===== config.mk =====
export PLATFORM = sky130hd
export DESIGN_NAME = serial_tx_flat
export DESIGN_NICKNAME = d
export VERILOG_FILES = /design/src/rtl/serial_tx_if.sv /design/src/rtl/serial_tx.sv /design/src/flat_wrapper.sv
export SDC_FILE = /design/constraint.sdc
export NUM_CORES = 1
export LEC_CHECK = 0
export ABC_AREA = 0
export CORE_UTILIZATION = 55
export CTS_BUF_LIST = sky130_fd_sc_hd__clkbuf_2 sky130_fd_sc_hd__clkbuf_4 sky130_fd_sc_hd__clkbuf_8
export DETAILED_ROUTE_END_ITERATION = 10
export PLACE_DENSITY = 0.82
export SETUP_SLACK_MARGIN = 0.5
export SYNTH_ARGS = -nofsm -noshare
export SYNTH_HDL_FRONTEND = slang
export SYNTH_SLANG_ARGS = --single-unit

===== constraint.sdc =====
create_clock -name clk -period 4.17 [get_ports clk]
set_input_delay 1.251 -clock clk [delete_from_list [all_inputs] [get_ports clk]]
set_output_delay 1.251 -clock clk [all_outputs]
set_load 0.01 [all_outputs]

===== src/rtl/serial_tx_if.sv =====
// serial_tx_if: parallel word handshake into the frame serializer.
// Master drives data/valid, slave returns ready.
interface serial_tx_if #(
  parameter int DATA_W = 8
);
  logic [DATA_W-1:0] tx_data;
  logic              tx_valid;
  logic              tx_ready;

  modport master (
    output tx_data,
    output tx_valid,
    input  tx_ready
  );

  modport slave (
    input  tx_data,
    input  tx_valid,
    output tx_ready
  );
endinterface


===== src/rtl/serial_tx.sv =====
// serial_tx: start bit, DATA_W bits LSB first, stop bit; DIV clocks per bit.
// Define SERIAL_TX_PARITY_EN to add an even parity bit before the stop bit.
module serial_tx #(
  parameter int DATA_W = 8,
  parameter int DIV    = 4
) (
  input  logic        clk,
  input  logic        rstn,
  serial_tx_if.slave  bus,
  output logic        sout,
  output logic        busy,
  output logic        done
);

  localparam int DCW = (DIV > 1) ? $clog2(DIV) : 1;
  localparam int BCW = $clog2(DATA_W + 1);
  localparam logic [DCW-1:0] DIV_LAST = DCW'(DIV - 1);
  localparam logic [BCW-1:0] BIT_LAST = BCW'(DATA_W - 1);

  typedef enum logic [2:0] {
    IDLE,
    START,
    DATA,
`ifdef SERIAL_TX_PARITY_EN
    PAR,
`endif
    STOP
  } state_t;

  state_t              r_state;
  logic [DCW-1:0]      r_div;
  logic [BCW-1:0]      r_bit;
  logic [DATA_W-1:0]   r_shift;
  logic                r_sout;
  logic                r_ready;
  logic                r_busy;
  logic                r_done;

  state_t              w_state_nxt;
  logic [DCW-1:0]      w_div_nxt;
  logic [BCW-1:0]      w_bit_nxt;
  logic [DATA_W-1:0]   w_shift_nxt;
  logic                w_sout_nxt;
  logic                w_done_nxt;
  logic                w_div_end;

`ifdef SERIAL_TX_PARITY_EN
  logic                r_par;
  logic                w_par_nxt;
`endif

  assign w_div_end    = (r_div == DIV_LAST);
  assign bus.tx_ready = r_ready;
  assign sout         = r_sout;
  assign busy         = r_busy;
  assign done         = r_done;

  always_comb begin
    w_state_nxt = r_state;
    w_div_nxt   = r_div;
    w_bit_nxt   = r_bit;
    w_shift_nxt = r_shift;
    w_done_nxt  = 1'b0;
`ifdef SERIAL_TX_PARITY_EN
    w_par_nxt   = r_par;
`endif
    unique case (r_state)
      IDLE: begin
        if (bus.tx_valid && r_ready) begin
          w_state_nxt = START;
          w_div_nxt   = '0;
          w_bit_nxt   = '0;
          w_shift_nxt = bus.tx_data;
`ifdef SERIAL_TX_PARITY_EN
          w_par_nxt   = ^bus.tx_data;
`endif
        end
      end
      START: begin
        if (w_div_end) begin
          w_state_nxt = DATA;
          w_div_nxt   = '0;
        end else begin
          w_div_nxt   = r_div + DCW'(1);
        end
      end
      DATA: begin
        if (w_div_end) begin
          w_div_nxt   = '0;
          w_shift_nxt = r_shift >> 1;
          w_bit_nxt   = r_bit + BCW'(1);
          if (r_bit == BIT_LAST) begin
`ifdef SERIAL_TX_PARITY_EN
            w_state_nxt = PAR;
`else
            w_state_nxt = STOP;
`endif
          end
        end else begin
          w_div_nxt   = r_div + DCW'(1);
        end
      end
`ifdef SERIAL_TX_PARITY_EN
      PAR: begin
        if (w_div_end) begin
          w_state_nxt = STOP;
          w_div_nxt   = '0;
        end else begin
          w_div_nxt   = r_div + DCW'(1);
        end
      end
`endif
      STOP: begin
        if (w_div_end) begin
          w_state_nxt = IDLE;
          w_div_nxt   = '0;
          w_done_nxt  = 1'b1;
        end else begin
          w_div_nxt   = r_div + DCW'(1);
        end
      end
      default: begin
        w_state_nxt = IDLE;
      end
    endcase
  end

  // Line level is registered from the next state so sout changes with it.
  always_comb begin
    w_sout_nxt = 1'b1;
    unique case (w_state_nxt)
      START:   w_sout_nxt = 1'b0;
      DATA:    w_sout_nxt = w_shift_nxt[0];
`ifdef SERIAL_TX_PARITY_EN
      PAR:     w_sout_nxt = w_par_nxt;
`endif
      default: w_sout_nxt = 1'b1;
    endcase
  end

  always_ff @(posedge clk or negedge rstn) begin
    if (!rstn) begin
      r_state <= IDLE;
      r_div   <= '0;
      r_bit   <= '0;
      r_shift <= '0;
      r_sout  <= 1'b1;
      r_ready <= 1'b1;
      r_busy  <= 1'b0;
      r_done  <= 1'b0;
    end else begin
      r_state <= w_state_nxt;
      r_div   <= w_div_nxt;
      r_bit   <= w_bit_nxt;
      r_shift <= w_shift_nxt;
      r_sout  <= w_sout_nxt;
      r_ready <= (w_state_nxt == IDLE);
      r_busy  <= (w_state_nxt != IDLE);
      r_done  <= w_done_nxt;
    end
  end

`ifdef SERIAL_TX_PARITY_EN
  always_ff @(posedge clk or negedge rstn) begin
    if (!rstn) begin
      r_par <= 1'b0;
    end else begin
      r_par <= w_par_nxt;
    end
  end
`endif

endmodule

===== src/flat_wrapper.sv =====
// flat-port wrapper written by rule: the top's interface ports become plain ports
module serial_tx_flat 
#(
  parameter int DATA_W = 8,
  parameter int DIV    = 4
)
  (clk, rstn, sout, busy, done, bus_tx_data, bus_tx_valid, bus_tx_ready);
  serial_tx_if #(.DATA_W(DATA_W)) bus_i ();
  input  logic clk;
  input  logic rstn;
  output logic sout;
  output logic busy;
  output logic done;
  input wire logic [$bits(bus_i.tx_data)-1:0] bus_tx_data;
  input wire logic [$bits(bus_i.tx_valid)-1:0] bus_tx_valid;
  output wire logic [$bits(bus_i.tx_ready)-1:0] bus_tx_ready;
  assign bus_i.tx_data = bus_tx_data;
  assign bus_i.tx_valid = bus_tx_valid;
  assign bus_tx_ready = bus_i.tx_ready;
  serial_tx #(.DATA_W(DATA_W), .DIV(DIV)) u_core (.clk(clk), .rstn(rstn), .bus(bus_i), .sout(sout), .busy(busy), .done(done));
endmodule

==> metrics.md <==
| Metric | Value |
|---|---|
| Result of the run | `complete, no violations` |
| Tcrit/Tclk final | `63.5%` |
| Die area | `1960 sq um` |
| Clk_skew | `3.46 ps` |
| Routed wire length | `1830 um` |
| Clk sink count | `21` |
| Chip height | `44.3 um` |
| Final hold violations | `0` |
| Max Clk Rate | `377 MHz` |
| GR Overflow Total | `0` |
| WS Path Type | `flip-flop to primary output` |
| Worst R2R Start | `u_core.r_div[0]` |
| # Max-Cap Violations | `0` |
| Critical-path top delay cell | `dfstp_2` |
| Gr usage total | `23.1%` |
| Via count | `706` |
| Vias in the first global route | `731` |
| Die Width | `44.3 um` |
| Family with the most delay on the worst path | `flip-flops` |
| Port Buffers | `14` |
| Slew HR | `41.2%` |
| TritonCTS Buffers | `3` |
| Worst-path cell chain | `clkdlybuf4s50_1` |
| Final Max Tran Viols | `0` |
| Clock transition at the registers of the reported paths | `110 ps` |
| Min-Delay Path Depth | `2` |
| Max FO, Critical Path | `3` |
| Crit. path cell count | `1` |
| Clock root cell | `clkbuf_4` |
| Static Leak | `0.528 nW` |
| Postcts setup bufs | `0` |
| Drt first pass iters | `4` |
| Worst VDD drop | `0.283 mV` |
| Largest net degree at the start of global routing | `22` |
| PwrDens | `420 nW/um^2` |
| Placement Cell Area | `1130 sq um` |
| Startpoint types | `flip-flop` |
| #FFs+latches synth | `21` |
| Final setup vio count | `0` |
| Num rows | `14` |
| Setup TNS | `0 ps` |
| Sequential cell area fraction in the yosys report | `53.8%` |
| Layout area overhead | `18.1%` |
| RSZ-0062 raised after global routing | `no` |
| Post-synthesis net count | `102` |
| Vias per Instance | `5.56` |
| Antenna cells | `0` |
| Antenna violations before repair | `0` |
| Routability Congestion | `0.835` |
| Critical path capture point type | `primary output` |
| DR DRC count | `0` |
| Critical Path AT | `1400 ps` |
| WHS Endpoint | `u_core.r_shift[4]` |
| Placeable Area | `1590 sq um` |
| Min-delay worst type | `flip-flop to flip-flop` |
| Post-Syn Instances | `89` |
| DP Wirelength | `1340 um` |
| CTS tree | `done` |
| R2R depth | `5` |
| Finished Layout Cells | `127` |
| Post-route cell area | `1160 sq um` |
| Longest Clk Path Bufs | `2` |
| Synth unique cells | `33` |
| Worst Path Required | `2920 ps` |
| FF-to-FF setup slack | `2380 ps` |
| Starting Density | `61.6%` |
| Period minus WS final | `2650 ps` |
| Commonest non-fill, non-tap cells in the layout | `nand2_1 (19), dfrtp_1 (19), clkdlybuf4s50_1 (14)` |
| # fillers | `113` |
| Worst-Skew Late Latency | `300 ps` |
| Hold path start | `u_core.r_shift[4]` |
| Mapped Avg Cell Area | `11.0 sq um` |
| Syn. warnings | `0` |
| Hold_ws | `490 ps` |
| 1st-iter DRT viols | `17` |
| Synth Cell Area | `982 sq um` |
| I/O pins | `15` |
| # hold bufs at CTS | `0` |
| CTS H-tree lvls | `1` |
| Slew @ Worst Pin | `879 ps` |
| CP peak stage delay | `560 ps` |
| R2R Path End | `u_core.busy` |
| Layout cell share with drive strength beyond 1 | `12.6%` |
| Cts repair resizes | `0` |
| First-pass GRT wire length | `3300 um` |
| CP bufs+invs | `1` |
| Drt wl/cell | `14.4 um` |
| Inst Count DP | `123` |
| Final layout net count | `117` |
| Routed Antenna Nets | `0` |
worst reg2reg max path: stages, from the launching register on:
cell and delay, ps:
dfrtp_1 420, ha_1 330, and4b_1 290, a211oi_2 300, a211oi_4 90, or2_1 240
sequential cells by signal, summed over array words and instances (netlist names):
register and flops:
u_core.done 1, u_core.r_state 3, u_core.sout 1, u_core.r_div 2, u_core.busy 1, u_core.bus.tx_ready 1
u_core.r_bit 4, u_core.r_shift 8
how the worst max path moves through the flow:
stage / startpoint / to / slack (ps)
3_5_place_dp: bus_tx_valid / u_core.busy / 1480
4_1_cts: u_core.bus.tx_ready / bus_tx_ready / 1520
5_1_grt: u_core.bus.tx_ready / bus_tx_ready / 1510
3_3_place_gp: bus_tx_valid / u_core.busy / 1540
2_1_floorplan: bus_tx_valid / u_core.busy / 1990
6_report: u_core.bus.tx_ready / bus_tx_ready / 1520
per-layer routing:
metal | global-route usage, % | share of wire (%) | routed length, um
met1 | 31.3 | 46 | 848
met2 | 38.2 | 49 | 898
met3 | 2.45 | 2.8 | 51
met4 | 9.09 | 1.6 | 29
met5 | 0 | 0 | 0
cells in the mapped netlist, drive strengths merged:
library cell	number	share of area, %
mux2i	1	1.0
nor2	8	3.3
o2bb2a	1	2.0
nand2	19	7.3
ha	2	2.5
o21ai	5	3.7
and2	1	0.64
a21boi	1	0.76
nor3b	1	0.76
a22oi	6	4.6
dfstp	2	5.4
dfrtp	19	48
xor2	1	0.89
inv	1	0.38
a211oi	2	3.3
and3b	2	1.9
buf	4	2.3
conb	1	0.38
and4b	1	1.0
and4	1	0.89
and3	1	0.64
a32o	1	1.0
nand4	1	0.64
a22o	4	3.6
o31ai	1	0.76
or2	1	0.64
and4bb	1	1.3
report_power, final:
part	internal (mW)	leakage (nW)	switching [mW]
registers	0.247	0.268	0.0289
clock network	0.0438	0.0184	0.0596
logic	0.0550	0.242	0.0526
total	0.346	0.528	0.141
logic make-up after synthesis:
group	synth area share, %
muxes	1.02
DFF	53.8
adders and majority gates	2.55
and+or+nand+nor	19.0
buffers and inverters	2.67
AOI/OAI and AO/OA	19.7
xor gates and xnor gates	0.892
other	0.382
area by class of cell:
| cell class | count | area (sq um) | share of cell area (%) |
|---|---|---|---|
| clock buffer | 4 | 30.0 | 2.59 |
| multi-input combinational | 63 | 428 | 36.9 |
| tap | 24 | 30.0 | 2.59 |
| timing repair buffer | 14 | 140 | 12.1 |
| inverter | 1 | 3.75 | 0.324 |
| sequential | 21 | 528 | 45.5 |
per-stage QoR:
step / total power, mW / worst slack [ps] / utilization (%)
floorplan: 0.346 / 1990 / -
global placement: 0.380 / 1540 / 70.9
detailed placement: 0.387 / 1480 / 70.9
CTS: 0.489 / 1520 / 72.8
global route: 0.513 / 1510 / 72.8
finish: 0.487 / 1520 / 72.8
Power figures use the tool's default switching activity.
